### config.mk
export PLATFORM = sky130hd
export DESIGN_NAME = conv_line_feeder
export DESIGN_NICKNAME = d
export VERILOG_FILES = /design/src/rtl/conv_pkg.sv /design/src/rtl/line_buf_ram.sv /design/src/rtl/conv_line_feeder.sv
export SDC_FILE = /design/constraint.sdc
export NUM_CORES = 1
export LEC_CHECK = 0
export ABC_AREA = 1
export BUFFER_PORTS_ARGS = -buffer_cell sky130_fd_sc_hd__buf_2
export CORE_MARGIN = 5
export CORE_UTILIZATION = 55
export DETAILED_ROUTE_END_ITERATION = 16
export HOLD_SLACK_MARGIN = 0.05
export PLACE_DENSITY = 0.81
export REMOVE_ABC_BUFFERS = 1
export SLEW_MARGIN = 20
export SYNTH_ARGS = -nofsm -noshare
export SYNTH_HDL_FRONTEND = slang
export SYNTH_SLANG_ARGS = --single-unit
### constraint.sdc
create_clock -name clk -period 3.2 [get_ports clk]
set_input_delay 0.64 -clock clk [delete_from_list [all_inputs] [get_ports clk]]
set_output_delay 0.64 -clock clk [all_outputs]
set_load 0.005 [all_outputs]
### src/rtl/conv_pkg.sv
// Shared definitions for the convolution datapath: FSM encoding, stride and slot helpers.
// Pure declarations; no latency or flow-control implications.
package conv_pkg;

   localparam int CONV_BIT_DEPTH = 8;

   localparam logic [2:0] ST_IDLE    = 3'd0;
   localparam logic [2:0] ST_FILL    = 3'd1;
   localparam logic [2:0] ST_SERVE   = 3'd2;
   localparam logic [2:0] ST_ADVANCE = 3'd3;
   localparam logic [2:0] ST_DONE    = 3'd4;

   function automatic logic [1:0] eff_stride(input logic [1:0] s);
      return (s == 2'd0) ? 2'd1 : s;
   endfunction

   // Modulo-3 slot arithmetic; b is always 0..2 and o at most 3, so one wrap suffices.
   function automatic logic [1:0] slot_add(input logic [1:0] b, input logic [1:0] o);
      logic [2:0] sum;
      sum = {1'b0, b} + {1'b0, o};
      if (sum >= 3'd3) begin
         sum = sum - 3'd3;
      end
      return sum[1:0];
   endfunction

endpackage

### src/rtl/line_buf_ram.sv
// Three-row line store: one write port, combinational read of all rows at one column.
// Writes land on the rising edge; no flow control of its own.
module line_buf_ram #(
   parameter int BIT_DEPTH = 8,
   parameter int IMG_W     = 8,
   parameter int COL_W     = 3
) (
   input  logic                      clk,
   input  logic                      wr_en,
   input  logic [1:0]                wr_row,
   input  logic [COL_W-1:0]          wr_col,
   input  logic [BIT_DEPTH-1:0]      wr_dat,
   input  logic [COL_W-1:0]          rd_col,
   output logic [2:0][BIT_DEPTH-1:0] rd_dat
);

   logic [BIT_DEPTH-1:0] mem [3][IMG_W];

   always_ff @(posedge clk) begin
      if (wr_en) begin
         mem[wr_row][wr_col] <= wr_dat;
      end
   end

   always_comb begin
      for (int r = 0; r < 3; r++) begin
         rd_dat[r] = mem[r][rd_col];
      end
   end

endmodule

### src/rtl/conv_line_feeder.sv
// Buffers three raster rows and serves 3-pixel columns on shift_buffer, 1-cycle registered latency.
// pix_ready high only while loading (FILL/ADVANCE); pix_valid gaps stall loading without limit.
module conv_line_feeder
   import conv_pkg::*;
#(
   parameter int BIT_DEPTH = CONV_BIT_DEPTH,
   parameter int IMG_W     = 8,
   parameter int IMG_H     = 8,
   parameter int COL_W     = 3,
   parameter int ROW_W     = 4
) (
   input  logic                 clk,
   input  logic                 rst_n,
   input  logic                 start,
   input  logic [1:0]           stride,
   input  logic [BIT_DEPTH-1:0] pix_in,
   input  logic                 pix_valid,
   output logic                 pix_ready,
   input  logic                 shift_buffer,
   output logic [BIT_DEPTH-1:0] in_l1,
   output logic [BIT_DEPTH-1:0] in_l2,
   output logic [BIT_DEPTH-1:0] in_l3,
   output logic                 col_valid,
   output logic                 row_done,
   output logic                 frame_done,
   output logic                 busy
);

   localparam logic [COL_W:0]   COL_END  = (COL_W+1)'(IMG_W);
   localparam logic [COL_W-1:0] LAST_COL = COL_W'(IMG_W - 1);
   localparam logic [ROW_W:0]   LAST_ROW = (ROW_W+1)'(IMG_H - 1);

   logic [2:0]                 state;
   logic [1:0]                 stride_q;
   logic [1:0]                 base;
   logic [ROW_W-1:0]           top_row;
   logic [COL_W:0]             col_idx;
   logic [COL_W-1:0]           wr_col;
   logic [1:0]                 wr_row;

   logic                       accept;
   logic [1:0]                 rows_needed;
   logic                       wr_last;
   logic [1:0]                 wr_slot;
   logic [2:0][BIT_DEPTH-1:0]  rd_dat;
   logic [ROW_W:0]             next_bottom;
   logic                       frame_end;

   assign busy        = (state != ST_IDLE);
   assign pix_ready   = (state == ST_FILL) || (state == ST_ADVANCE);
   assign accept      = pix_valid && pix_ready;
   assign rows_needed = (state == ST_FILL) ? 2'd3 : stride_q;
   assign wr_last     = (wr_col == LAST_COL) && (wr_row == rows_needed - 2'd1);
   assign wr_slot     = slot_add(base, wr_row);

   // Bottom row of the window after one more step; past the last image row ends the frame.
   assign next_bottom = {1'b0, top_row} + {{(ROW_W-1){1'b0}}, stride_q} + (ROW_W+1)'(2);
   assign frame_end   = (next_bottom > LAST_ROW);

   line_buf_ram #(
      .BIT_DEPTH (BIT_DEPTH),
      .IMG_W     (IMG_W),
      .COL_W     (COL_W)
   ) u_line_buf_ram (
      .clk    (clk),
      .wr_en  (accept),
      .wr_row (wr_slot),
      .wr_col (wr_col),
      .wr_dat (pix_in),
      .rd_col (col_idx[COL_W-1:0]),
      .rd_dat (rd_dat)
   );

   always_ff @(posedge clk or negedge rst_n) begin
      if (!rst_n) begin
         state      <= ST_IDLE;
         stride_q   <= 2'd0;
         base       <= 2'd0;
         top_row    <= '0;
         col_idx    <= '0;
         wr_col     <= '0;
         wr_row     <= 2'd0;
         in_l1      <= '0;
         in_l2      <= '0;
         in_l3      <= '0;
         col_valid  <= 1'b0;
         row_done   <= 1'b0;
         frame_done <= 1'b0;
      end else begin
         row_done   <= 1'b0;
         frame_done <= 1'b0;
         case (state)
            ST_IDLE: begin
               if (start) begin
                  stride_q  <= eff_stride(stride);
                  top_row   <= '0;
                  base      <= 2'd0;
                  wr_col    <= '0;
                  wr_row    <= 2'd0;
                  col_idx   <= '0;
                  col_valid <= 1'b0;
                  state     <= ST_FILL;
               end
            end
            ST_FILL, ST_ADVANCE: begin
               if (accept) begin
                  if (wr_last) begin
                     wr_col    <= '0;
                     wr_row    <= 2'd0;
                     col_idx   <= '0;
                     col_valid <= 1'b0;
                     if (state == ST_ADVANCE) begin
                        base    <= slot_add(base, stride_q);
                        top_row <= top_row + ROW_W'(stride_q);
                     end
                     state <= ST_SERVE;
                  end else if (wr_col == LAST_COL) begin
                     wr_col <= '0;
                     wr_row <= wr_row + 2'd1;
                  end else begin
                     wr_col <= wr_col + COL_W'(1);
                  end
               end
            end
            ST_SERVE: begin
               if (shift_buffer) begin
                  if (col_idx != COL_END) begin
                     in_l1     <= rd_dat[base];
                     in_l2     <= rd_dat[slot_add(base, 2'd1)];
                     in_l3     <= rd_dat[slot_add(base, 2'd2)];
                     col_valid <= 1'b1;
                     col_idx   <= col_idx + (COL_W+1)'(1);
                  end else begin
                     // Extra shift after the last column closes the window row.
                     col_valid <= 1'b0;
                     row_done  <= 1'b1;
                     state     <= frame_end ? ST_DONE : ST_ADVANCE;
                  end
               end
            end
            ST_DONE: begin
               frame_done <= 1'b1;
               state      <= ST_IDLE;
            end
            default: begin
               state <= ST_IDLE;
            end
         endcase
      end
   end

endmodule
==> flow_summary_export.csv <==
group,metric,value,unit
timing,hold_viol,0,
timing,clock_skew,0.01296,ns
place,port_buffers,43,
timing,fmax,0.3559,GHz
worst_setup_path,required,3.43,ns
pwr,finalPower,11.34,mW
yosys,synth_area,10960,µm²
routing,drcViolationCount,0,
cts,cts_tree,"built",
pwr,comb_power_share,40.3,%
place,dpl.cell_count,1357,
timing,tns,0,ns
worst_setup_path,cp_slowest_stage_delay,0.48,ns
grt,grt_usage,22.57,%
grt,grt-ovfl-total,0,
yosys,synth_top_area_share,52.62,%
timing,layout_min_cycle_time,2.810,ns
place,dp_hpwl,16.71,mm
pwr,leakagePower,4.858,nW
final_layout,nFillCells,1482,
final_layout,diodes,0,
worst_setup_path,arrival,3.04,ns
cts,ctsHoldBuffers,0,
worst_setup_path,reg2reg_slack,0.39,ns
routing,vias_per_cell,5.684,
routing,drtIter0Drc,913,
worst_setup_path,path_class,"reg2reg",
pwr,power_frac_clock,24.5,%
timing,worst_hold_slack,0.1201,ns
floorplan,dieArea,22840,µm²
timing,finalMaxSlewViolations,0,
cts,path_clk_slew,0.07,ns
final_layout,syn_to_final_growth,12.16,%
timing,rsz0062_at_grt,"no",
place,gp_routability_congestion,0.8991,
yosys,synth_area_leaders,"edfxtp_1 53%, dfrtp_1 11%, nor2_1 8.7%",
cts,cts_sinks,239,
worst_setup_path,r2r_end,"u_line_buf_ram.mem[2][20]$_DFFE_PP_",
worst_setup_path,crit_chain,"ha_1 > inv_1 > fa_1 > inv_1 > ha_1 > inv_1 > nand2_1 > or2_2 > nand2_1 > nand2_1 > nor2_1 > buf_4",
final_layout,layout.cells.non_filler,1398,
timing,tightest_slew,0.6298,ns
yosys,avgSynthCellArea,10.33,µm²
floorplan,die_h,151.1,µm
yosys,yosysUniqueCellTypes,38,
cts,worstSkewPairLatency,0.53,ns
floorplan,core,19530,µm²
final_layout,drive_above_1_share,16.06,%
floorplan,rows,51,
yosys,yosys_register_bits,239,
grt,grt_pass1_vias,7510,
routing,first_pass_iters,5,
final_layout,final_nets,1152,
timing,post-route-period-util,87.81,%
min_path,worstHoldPathType,"in2async",
floorplan,ios,44,
pwr,intPower,6.799,mW
pwr,p_seq_share,35.3,%
worst_setup_path,timing.rr.start,"wr_row[0]$_DFFE_PN0P_",
cts,postCtsSetupBuffers,0,
timing,relSlewSlack,58.01,%
cts,clock_path_buffers,3,
pwr,swShare,40.07,%
routing,totalWireLength,25.64,mm
worst_setup_path,r2r_cells,12,
worst_setup_path,cp-start-kind,"register",
pwr,cellPowerDensity,923.1,nW/µm²
timing,setup_violations,0,
yosys,syn_inst,1061,
grt,grt_max_degree,64,
routing,drtAntennaViolNets,0,
cts,cts_resized,0,
cts,numCtsBuffers,24,
pwr,vdd_drop_max,0.4640,mV
floorplan,start_util,56.11,%
grt,antenna_found_initial,0,
routing,wl_per_cell,18.34,µm
yosys,synth_largest_area_cell,"edfxtp_1",
worst_setup_path,cp_max_fo,8,
worst_setup_path,end_kind,"register",
cts,root_buffer,"clkbuf_16",
yosys,ys_warn_count,0,
grt,grt_pass1_wl,39.56,mm
run_status,status,"complete, no violations",
flow_run,maxCapViolCount,0,
pwr,switchingPower,4.545,mW
yosys,yosysSeqAreaShare,63.36,%
routing,vias,7946,
floorplan,die_width,151.1,µm
worst_setup_path,critical_path.slowest_cell,"fa_1",
cts,htreeDepth,1,
## cells by family after synthesis
group / synth area share [%]
XOR/XNOR: 0.1599
flip-flops: 63.36
AO/OA/AOI/OAI: 8.496
AND/OR/NAND/NOR: 20.77
adder cells (fa/ha/maj): 2.444
buffers and inverters: 4.773
## power by group through the flow
stage / logic, mW / registers [mW] / clock network (mW)
after floorplan: 2.89 / 4.16 / 0
after global placement: 4.39 / 4.05 / 0
after detailed placement: 4.46 / 4.06 / 0
after CTS: 4.51 / 4.00 / 2.81
after global routing: 5.03 / 4.04 / 2.92
final: 4.57 / 4.00 / 2.77
## critical path, delay by kind of cell (launching register included)
kind                       cells  cell delay (ns)
buffers and inverters          4             0.37
and+or+nand+nor                5             0.94
DFF                            1             0.39
adders and majority gates      3             0.82
## stage by stage
step,setup slack [ns],util [%],instance area [µm²]
2_1_floorplan,-1.290,-,10690
3_3_place_gp,0.4829,58.95,11510
3_5_place_dp,0.4440,58.95,11510
4_1_cts,0.3952,62.92,12290
5_1_grt,0.2287,62.94,12290
6_report,0.3899,62.94,12290
## placed cells by master (no fill, tap or decap), types with 15 or more instances in the layout
master / netlist / routed
a21oi_2: 20 / 20
buf_2: 19 / 42
buf_4: 8 / 37
clkbuf_16: 0 / 25
dfrtp_1: 47 / 45
edfxtp_1: 192 / 192
ha_1: 15 / 15
inv_1: 52 / 52
nand2_1: 136 / 136
nand3_1: 101 / 101
nor2_1: 253 / 253
o21ai_0: 43 / 43
o21ai_1: 66 / 66
## cell usage after synthesis, drive strengths merged
| master | n |
|---|---|
| nor2 | 259 |
| edfxtp | 192 |
| nand2 | 150 |
| o21ai | 110 |
| nand3 | 104 |
| inv | 64 |
| dfrtp | 47 |
| a21oi | 35 |
| buf | 33 |
| clkbuf | 15 |
| ha | 15 |
| nand4 | 13 |
| o211ai | 8 |
| clkinv | 4 |
| fa | 4 |
| nor3 | 3 |
| xor2 | 2 |
| a31oi | 1 |
| o31ai | 1 |
| or2 | 1 |
## cell type report
class,count,area (µm²),area share (%)
inverter,68,257.7,2.097
clock inverter,13,138.9,1.130
clock buffer,28,636.9,5.182
sequential,239,6944,56.51
tap,265,331.6,2.698
timing repair buffer,79,488.0,3.971
multi-input combinational,706,3492,28.42
## sequential cells by signal, summed over array words and instances (netlist names)
name	flops
in_l2	8
state	3
in_l1	8
in_l3	8
top_row	4
base	2
row_done	1
col_idx	4
frame_done	1
col_valid	1
stride_q	2
u_line_buf_ram.mem	192
wr_col	3
wr_row	2
## how the worst max path moves through the flow
stage / slack (ns) / startpoint / to / depth (start not counted)
2_1_floorplan: -1.29 / col_idx[0]$_DFFE_PN0P_ / in_l3[7]$_DFFE_PN0P_ / 8
3_3_place_gp: 0.48 / wr_row[0]$_DFFE_PN0P_ / u_line_buf_ram.mem[2][17]$_DFFE_PP_ / 12
3_5_place_dp: 0.44 / wr_row[0]$_DFFE_PN0P_ / u_line_buf_ram.mem[2][20]$_DFFE_PP_ / 12
4_1_cts: 0.40 / wr_row[0]$_DFFE_PN0P_ / u_line_buf_ram.mem[0][2]$_DFFE_PP_ / 12
5_1_grt: 0.23 / wr_row[0]$_DFFE_PN0P_ / u_line_buf_ram.mem[1][35]$_DFFE_PP_ / 11
6_report: 0.39 / wr_row[0]$_DFFE_PN0P_ / u_line_buf_ram.mem[2][20]$_DFFE_PP_ / 12
## routing by layer
metal,track usage (%),wire length [µm]
met1,29.23,10460
met3,4.698,2260
met2,38.07,12210
met4,7.752,705
met5,0,0
(Power assumes the default switching activity.)
